`src/rtl/pipe_skid_stage_pkg.sv`:
```
// Shared pipeline-stage types and bubble constants.
//   pipe_occ_e     : occupancy state of an elastic stage (EMPTY / BUSY / FULL)
//   occ_count()    : maps the occupancy state onto the 0/1/2 entry count
//   id_ex_reg_t    : example stage payload carried through pipe_skid_stage
//   ID_EX_BUBBLE   : bubble pattern used as RESET_VAL for that payload
package pipe_skid_stage_pkg;

    localparam int unsigned XLEN   = 32;
    localparam int unsigned CTRL_W = 8;

    localparam logic [XLEN-1:0] RESET_PC = 32'h0000_0000;

    // Encoding chosen so the state value is directly the entry count.
    typedef enum logic [1:0] {
        OCC_EMPTY = 2'd0,
        OCC_BUSY  = 2'd1,
        OCC_FULL  = 2'd2
    } pipe_occ_e;

    typedef struct packed {
        logic [XLEN-1:0]   pc;
        logic [CTRL_W-1:0] ctrl;
        logic              valid;
    } id_ex_reg_t;

    localparam id_ex_reg_t ID_EX_BUBBLE = '{pc: RESET_PC, ctrl: '0, valid: 1'b0};

    // Number of payload entries held in a given occupancy state.
    function automatic logic [1:0] occ_count(input pipe_occ_e occ);
        logic [1:0] cnt;
        cnt = 2'd0;
        case (occ)
            OCC_EMPTY: cnt = 2'd0;
            OCC_BUSY:  cnt = 2'd1;
            OCC_FULL:  cnt = 2'd2;
            default:   cnt = 2'd0;
        endcase
        return cnt;
    endfunction

endpackage

```
`src/rtl/pipe_skid_stage.sv`:
```
// Elastic valid/ready pipeline stage carrying a DATA_W-bit payload.
// Replaces fixed stall/flush stage registers; stall is out_ready=0, flush
// inserts a bubble. With SKID=1 a second (skid) entry lets in_ready come
// straight from a flop, cutting the backward ready path while keeping
// one transfer per cycle.
//
// Ports
//   clk        : clock, rising edge
//   reset      : synchronous, active-high, highest priority
//   flush      : synchronous bubble insert, below reset
//   in_valid   : upstream payload valid
//   in_ready   : stage accepts payload this cycle
//   in_data    : upstream payload
//   out_valid  : downstream payload valid
//   out_ready  : downstream accepts (0 = stall)
//   out_data   : payload to downstream (main register)
//   occupancy  : entries held, 0/1/2
module pipe_skid_stage
    import pipe_skid_stage_pkg::*;
#(
    parameter int unsigned       DATA_W         = 64,
    parameter logic [DATA_W-1:0] RESET_VAL      = '0,
    parameter bit                SKID           = 1'b1,
    parameter bit                CLEAR_ON_EMPTY = 1'b1
) (
    input  logic              clk,
    input  logic              reset,
    input  logic              flush,
    input  logic              in_valid,
    output logic              in_ready,
    input  logic [DATA_W-1:0] in_data,
    output logic              out_valid,
    input  logic              out_ready,
    output logic [DATA_W-1:0] out_data,
    output logic [1:0]        occupancy
);

    pipe_occ_e         state_q, state_d;
    logic [DATA_W-1:0] main_q, main_d;
    logic [DATA_W-1:0] skid_q;
    logic              skid_load_c;
    logic              in_fire_c;
    logic              out_fire_c;

    assign in_fire_c  = in_valid & in_ready;
    assign out_fire_c = out_valid & out_ready;

    // Outputs are decodes of the state / main registers.
    assign out_valid = (state_q != OCC_EMPTY);
    assign out_data  = main_q;
    assign occupancy = occ_count(state_q);

    // Next-state and main-register update.
    // A flush drops whatever is offered and empties the stage; if out_fire
    // coincides, downstream has already taken main this cycle.
    always_comb begin
        state_d     = state_q;
        main_d      = main_q;
        skid_load_c = 1'b0;

        if (flush) begin
            state_d = OCC_EMPTY;
            main_d  = RESET_VAL;
        end else begin
            case (state_q)
                OCC_EMPTY: begin
                    if (in_fire_c) begin
                        state_d = OCC_BUSY;
                        main_d  = in_data;
                    end
                end
                OCC_BUSY: begin
                    if (in_fire_c && out_fire_c) begin
                        main_d = in_data;
                    end else if (in_fire_c) begin
                        // Downstream stalled: park the new beat behind main.
                        state_d     = OCC_FULL;
                        skid_load_c = 1'b1;
                    end else if (out_fire_c) begin
                        state_d = OCC_EMPTY;
                        if (CLEAR_ON_EMPTY) begin
                            main_d = RESET_VAL;
                        end
                    end
                end
                OCC_FULL: begin
                    // in_ready is low here; only draining is possible.
                    if (out_fire_c) begin
                        state_d = OCC_BUSY;
                        main_d  = skid_q;
                    end
                end
                default: begin
                    state_d = OCC_EMPTY;
                    main_d  = RESET_VAL;
                end
            endcase
        end
    end

    // State and main payload registers.
    always_ff @(posedge clk) begin
        if (reset) begin
            state_q <= OCC_EMPTY;
            main_q  <= RESET_VAL;
        end else begin
            state_q <= state_d;
            main_q  <= main_d;
        end
    end

    if (SKID) begin : g_skid
        logic [DATA_W-1:0] skid_d;
        logic              in_ready_q;
        logic              in_ready_d;

        // Skid entry: loaded only on a stalled accept, cleared by flush.
        always_comb begin
            skid_d = skid_q;
            if (flush) begin
                skid_d = RESET_VAL;
            end else if (skid_load_c) begin
                skid_d = in_data;
            end
        end

        // Ready for next cycle depends only on next state, never on out_ready
        // within the same cycle.
        always_comb begin
            in_ready_d = (state_d != OCC_FULL);
        end

        always_ff @(posedge clk) begin
            if (reset) begin
                skid_q     <= RESET_VAL;
                in_ready_q <= 1'b1;
            end else begin
                skid_q     <= skid_d;
                in_ready_q <= in_ready_d;
            end
        end

        assign in_ready = in_ready_q;
    end else begin : g_no_skid
        logic unused_skid_load;

        // Single-entry stage: FULL is unreachable, so skid content is a constant.
        assign skid_q           = RESET_VAL;
        assign unused_skid_load = skid_load_c;

        // Accept when empty or when main is leaving this cycle.
        assign in_ready = ~out_valid | out_ready;
    end

endmodule

```
`config.mk`:
```
export PLATFORM = sky130hd
export DESIGN_NAME = pipe_skid_stage
export DESIGN_NICKNAME = d
export VERILOG_FILES = /design/src/rtl/pipe_skid_stage_pkg.sv /design/src/rtl/pipe_skid_stage.sv
export SDC_FILE = /design/constraint.sdc
export NUM_CORES = 1
export LEC_CHECK = 0
export CAP_MARGIN = 20
export CORE_MARGIN = 4
export CORE_UTILIZATION = 30
export CTS_CLUSTER_DIAMETER = 50
export DETAILED_ROUTE_END_ITERATION = 12
export PLACE_DENSITY_LB_ADDON = 0.1
export SLEW_MARGIN = 30
export SYNTH_ARGS = -nofsm -noshare
export SYNTH_HDL_FRONTEND = slang
export SYNTH_SLANG_ARGS = --single-unit
```
`constraint.sdc`:
```
create_clock -name clk -period 1.9 [get_ports clk]
set_input_delay 0.38 -clock clk [delete_from_list [all_inputs] [get_ports clk]]
set_output_delay 0.38 -clock clk [all_outputs]
set_load 0.01 [all_outputs]
```
==> flow_metrics.tcl, run 1 <==
set metrics [dict create \
    min_to "skid_q[8]" \
    avgSynthCellArea_um2 8.80 \
    cts.clk_slew.worst_paths_ns 0.06 \
    cp_max_fo 6 \
    root_buffer "clkbuf_16" \
    drtPass1Iterations 5 \
    hold_path_class "reg2reg" \
    rows 50 \
    cap_violations 0 \
    antenna_left 0 \
    grt_usage_pct 16.0 \
    overflow 0 \
    hp-start "skid_q[8]" \
    insertion_delay_ns 0.42 \
    cpPeakStageDelay_ns 0.62 \
    n_antenna_cell 0 \
    crit_path_top_delay_cell "clkdlybuf4s50_1" \
    grt_pass1_vias 5238 \
    ys_warn_count 0 \
    yosysTopAreaCell "dfxtp_1" \
    crit_path_cell_trace "clkdlybuf4s50_1" \
    ys_seq_elements 131 \
    crit-reg2reg-capture "out_data[10]" \
    grt_busiest_layer "met2" \
    start_util_pct 30.9 \
    r2r_start "state_q[1]" \
    die_h_um 148 \
    synth_seq_area_share_pct 44.6 \
    gr-usage-met3_pct 4.35 \
    finalSetupViolations 0 \
    hold_violations 0 \
    die_x_um 148 \
    hold_path_depth 2 \
    slew-limit-headroom_pct 70.0 \
    antenna_found_initial 0 \
    grt_max_degree 55 \
    wl_per_cell_um 16.4 \
    worst_slew_pin_slew_ns 0.451 \
    synth_area_mm2 0.00588 \
    nFillCells 1891 \
    status "finished, final reports clean" \
    hold_ws_ns 0.454 \
    postLayoutCoreUtil_pct 43.3 \
    rr_worst_depth 7 \
    rsz0062_at_grt "false" \
    coreArea_mm2 0.0190 \
    powerDensity_mw_per_mm2 851 \
    via_per_inst 4.98 \
    vias 5311 \
    postCtsHoldBufs 0 \
    routed_wl_mm 17.5 \
    cp-start-kind "flop" \
    fmax_mhz 540 \
    dp_hpwl_mm 11.8 \
    cts_tree "yes" \
    synth_nets 737 \
    synth_area_leaders "dfxtp_1 45%, mux2i_1 11%, o2bb2ai_1 9.5%" \
    synth_cell_types 28 \
    p_leak_nw 2.73 \
    cts_htree_levels 4 \
    gp_congestion 0.774 \
    io_pins 137 \
    cp_top_family "buffers and inverters" \
    cp.required_ns 1.52 \
    grt_pass1_wl_mm 28.2 \
    crit_arrival_ns 1.47 \
    finalClockSkew_ns 0.00806 \
    clockBufferDepth 2 \
    rrSetupSlack_ns 0.18 \
    cp_num_buf_inv 1 \
    place_inst 1033 \
    irDropWorstVdd_uv 628 \
    grt_util_met2_pct 26.8 \
    synth.top_cell.area_share_pct 44.6 \
    route.detailed.drc 0 \
    cts_buffers 17 \
    io_buffers 136 \
    cts.sinks 131 \
    worst-setup-path-type "reg2out" \
    endpoint_kind "output pin" \
    die_area_mm2 0.0219 \
    first_iter_violations 261 \
    synth_cells 668 \
    post-route-period-util_pct 97.5 \
    slew_viol_final 0 \
    drive_gt1_share_pct 9.67 \
    area_delta_synth_final_pct 40.2 \
    grt_use_met1_pct 20.3 \
    fin_cells 1067 \
    fin_crit_ns 1.85 \
    nets 863 \
]
==> through the flow <==
step	power (W)	instance area, µm²	setup slack (ns)	TNS (ns)
after global routing	0.00732	8240	0.000288	0
after global placement	0.00382	7640	-0.0625	-5.30
after CTS	0.00712	8240	0.0169	0
after detailed placement	0.00383	7640	-0.118	-9.22
final	0.00702	8240	0.0478	0
after floorplan	0.00336	5880	0.252	0
==> sequential cells by signal, indices dropped and copies added, names as in the netlist <==
register / cells
state_q: 2
skid_q: 64
out_data: 64
in_ready: 1
==> layout make-up <==
class	count	area (µm²)	area share, %
multi-input cells	470	2910	35.3
flip-flops and latches	131	2630	31.9
repair buffers	172	1780	21.6
clock buffers	19	453	5.50
well taps	260	325	3.95
clock inverters	13	134	1.62
inverters	2	7.51	0.0911
==> synth_stat cells <==
| library cell | n |
|---|---|
| a211o_1 | 1 |
| nor3_4 | 1 |
| nor2b_1 | 1 |
| buf_2 | 33 |
| a22o_1 | 1 |
| buf_1 | 1 |
| clkbuf_1 | 21 |
| mux2i_1 | 64 |
| buf_6 | 6 |
| dfxtp_1 | 131 |
| or2_2 | 1 |
| nand4b_2 | 1 |
| buf_4 | 4 |
| or2_4 | 1 |
| a21oi_1 | 66 |
| a21o_1 | 1 |
| o2bb2ai_1 | 64 |
| o21a_1 | 1 |
| nand2b_1 | 1 |
| a22oi_1 | 64 |
| or3_1 | 1 |
| nand3b_1 | 4 |
| nor2_1 | 65 |
| nand3_1 | 1 |
| o211ai_4 | 1 |
| and4b_1 | 1 |
| nand2_1 | 129 |
| inv_1 | 2 |
==> cells by family after synthesis <==
logic type	after synthesis	synth area share (%)
flip-flops	131	44.6
AO/OA/AOI/OAI	199	24.2
AND/OR/NAND/NOR	207	14.3
multiplexers	64	10.9
buffers and inverters	67	6.00
==> layer usage <==
| metal | vias up | part of all wire, % |
|---|---|---|
| li1 | 2642 | - |
| met1 | 2528 | 45 |
| met2 | 123 | 49 |
| met3 | 18 | 5.1 |
| met4 | 0 | 1.1 |
| met5 | - | 0 |
==> how the worst max path moves through the flow <==
stage,start,endpoint,slack (ns),cells past startpoint
global route,in_ready,in_ready,0.0003,1
floorplan,state_q[0],occupancy[0],0.25,4
detailed placement,in_valid,skid_q[47],-0.12,6
CTS,in_ready,in_ready,0.02,1
finish,in_ready,in_ready,0.05,1
global placement,in_valid,skid_q[40],-0.06,6
==> where the power goes <==
group,switching [W],total [W],internal (W)
Clock,0.00126,0.00325,0.00199
Sequential,0.0000388,0.00285,0.00281
Combinational,0.000451,0.000916,0.000465
==> what timing repair did <==
action                     4_1_cts  5_1_grt
buffers inserted                 2        0
gates resized for setup          4        1
setup endpoints to repair        3        1
==> cells in the final DEF (no fill, tap or decap), types with 2 or more instances in the layout <==
master	netlist	routed
buf_4	4	23
dfxtp_4	0	2
o2bb2ai_1	64	64
clkinvlp_4	0	4
clkinv_2	0	4
bufinv_16	0	2
a22oi_1	64	64
clkbuf_8	0	2
dlygate4sd2_1	0	3
or2_4	1	2
dfxtp_1	131	129
nand2_1	129	129
clkdlybuf4s50_1	0	133
mux2i_1	64	64
nand3b_1	4	4
buf_12	0	12
nor2_1	65	65
clkinv_4	0	2
a21oi_1	66	66
clkbuf_16	0	17
inv_1	2	2
Power figures use the tool's default switching activity.
==> run 2, diff against run 1 <==
--- a/config.mk
+++ b/config.mk
@@ -11,6 +11,7 @@
 export CTS_CLUSTER_DIAMETER = 50
 export DETAILED_ROUTE_END_ITERATION = 12
 export PLACE_DENSITY_LB_ADDON = 0.1
+export SKIP_LAST_GASP = 1
 export SLEW_MARGIN = 30
 export SYNTH_ARGS = -nofsm -noshare
 export SYNTH_HDL_FRONTEND = slang
==> constraint.sdc (replaced) <==
create_clock -name clk -period 2.3 [get_ports clk]
set_input_delay 0.46 -clock clk [delete_from_list [all_inputs] [get_ports clk]]
set_output_delay 0.46 -clock clk [all_outputs]
set_load 0.01 [all_outputs]
==> flow_metrics.tcl, run 2 (synthesis gave the netlist of run 1 again) <==
set metrics [dict create \
    rsz0062_at_grt "false" \
    finalClockSkew_ns 0.00649 \
    setup-tns-final_ns 0 \
    ctsResizeCount 0 \
    grt_pass1_vias 5335 \
    via_per_inst 4.98 \
    fmax_mhz 467 \
    antenna_left 0 \
    vias 5253 \
    hold_path_class "reg2reg" \
    cts.sinks 131 \
    nets 850 \
    irDropWorstVdd_uv 484 \
    cts_buffers 17 \
    worst_slack_ns 0.161 \
    n_antenna_cell 0 \
    grt_pass1_wl_mm 28.1 \
    p_leak_nw 2.65 \
    final_cell_mix "136 x clkdlybuf4s50_1, 129 x nand2_1, 129 x dfxtp_1, 66 x a21oi_1, 65 x nor2_1" \
    endpoint_kind "output pin" \
    r2r_start "state_q[1]" \
    worstSetupEndpoint "occupancy[1]" \
    pre_cts_slack_ns 0.0775 \
    routed_wl_mm 17.4 \
    post-route-period-util_pct 93.0 \
    grt_max_degree 52 \
    die_area_mm2 0.0219 \
    fin_cells 1054 \
    grt_usage_pct 15.9 \
    crit-reg2reg-capture "out_data[3]" \
    start_util_pct 30.9 \
    hold_violations 0 \
    drtPass1Iterations 6 \
    cp-start-kind "flop" \
    route.detailed.drc 0 \
    die_x_um 148 \
    place_inst 1022 \
    io_pins 137 \
    clockBufferDepth 2 \
    antenna_found_initial 0 \
    area_delta_synth_final_pct 38.5 \
    crit_arrival_ns 1.68 \
    finalSetupViolations 0 \
    cts_htree_levels 4 \
    powerDensity_mw_per_mm2 730 \
    slew_viol_final 0 \
    post_cts_buffers 0 \
    hold_ws_ns 0.453 \
    worst-setup-path-type "reg2out" \
    overflow 0 \
    status "finished, final reports clean" \
    worst_slew_pin_slew_ns 0.763 \
    cp_max_fo 19 \
    final_common_cell "clkdlybuf4s50_1" \
    gp_congestion 0.753 \
    insertion_delay_ns 0.41 \
    postCtsHoldBufs 0 \
    rr_worst_depth 5 \
    rows 50 \
    critical_path.startpoint "state_q[1]" \
    die_h_um 148 \
    io_buffers 136 \
    drive_gt1_share_pct 8.19 \
    nFillCells 1905 \
    root_buffer "clkbuf_16" \
    cts.clk_slew.worst_paths_ns 0.06 \
    fin_crit_ns 2.14 \
    coreArea_mm2 0.0190 \
    slew-limit-headroom_pct 49.2 \
    dp_hpwl_mm 11.2 \
    cp.required_ns 1.84 \
    wl_per_cell_um 16.5 \
    first_iter_violations 239 \
    cap_violations 0 \
    cts_tree "yes" \
    rrSetupSlack_ns 0.42 \
]
-- run 2: routing by layer --
layer,wire length [µm],GRT usage [%],share of wire (%)
met2,8230,26.9,47
met4,229,4.99,1.3
met5,0,0,0
met3,791,4.29,4.6
met1,8100,19.7,47
-- run 2: area by class of cell --
type / count / area, µm² / share of cell area (%)
clock buffers: 21 / 492 / 6.04
repair buffers: 159 / 1630 / 20.1
multi-input cells: 470 / 2910 / 35.7
inverters: 2 / 7.51 / 0.0922
clock inverters: 11 / 149 / 1.83
well taps: 260 / 325 / 3.99
flip-flops and latches: 131 / 2630 / 32.3
-- run 2: power by group --
group	total, W	switching (W)	internal [W]
clock network	0.00287	0.00101	0.00186
registers	0.00235	0.0000325	0.00232
logic	0.000726	0.000367	0.000359
-- run 2: worst min-delay path by stage --
stage | cells past startpoint | start | to | slack, ns
6_report | 2 | skid_q[4] | skid_q[4] | 0.45
5_1_grt | 2 | skid_q[63] | skid_q[63] | 0.47
4_1_cts | 2 | skid_q[33] | skid_q[33] | 0.45
3_5_place_dp | 2 | skid_q[33] | skid_q[33] | 0.45
3_3_place_gp | 2 | skid_q[23] | skid_q[23] | 0.44
2_1_floorplan | 2 | skid_q[0] | skid_q[0] | 0.44
-- run 2: metrics by stage --
stage	cell area, µm²	power, W	util [%]
finish	8150	0.00595	42.8
global placement	7500	0.00313	39.5
global route	8150	0.00618	42.8
CTS	8150	0.00603	42.8
floorplan	5880	0.00277	-
detailed placement	7500	0.00313	39.5
-- run 2: worst max-delay path, cell delays in order (launching register included) --
cell and delay [ns]:
dfxtp_4 0.49, nand2b_1 0.11, inv_1 0.12, clkdlybuf4s50_1 0.55
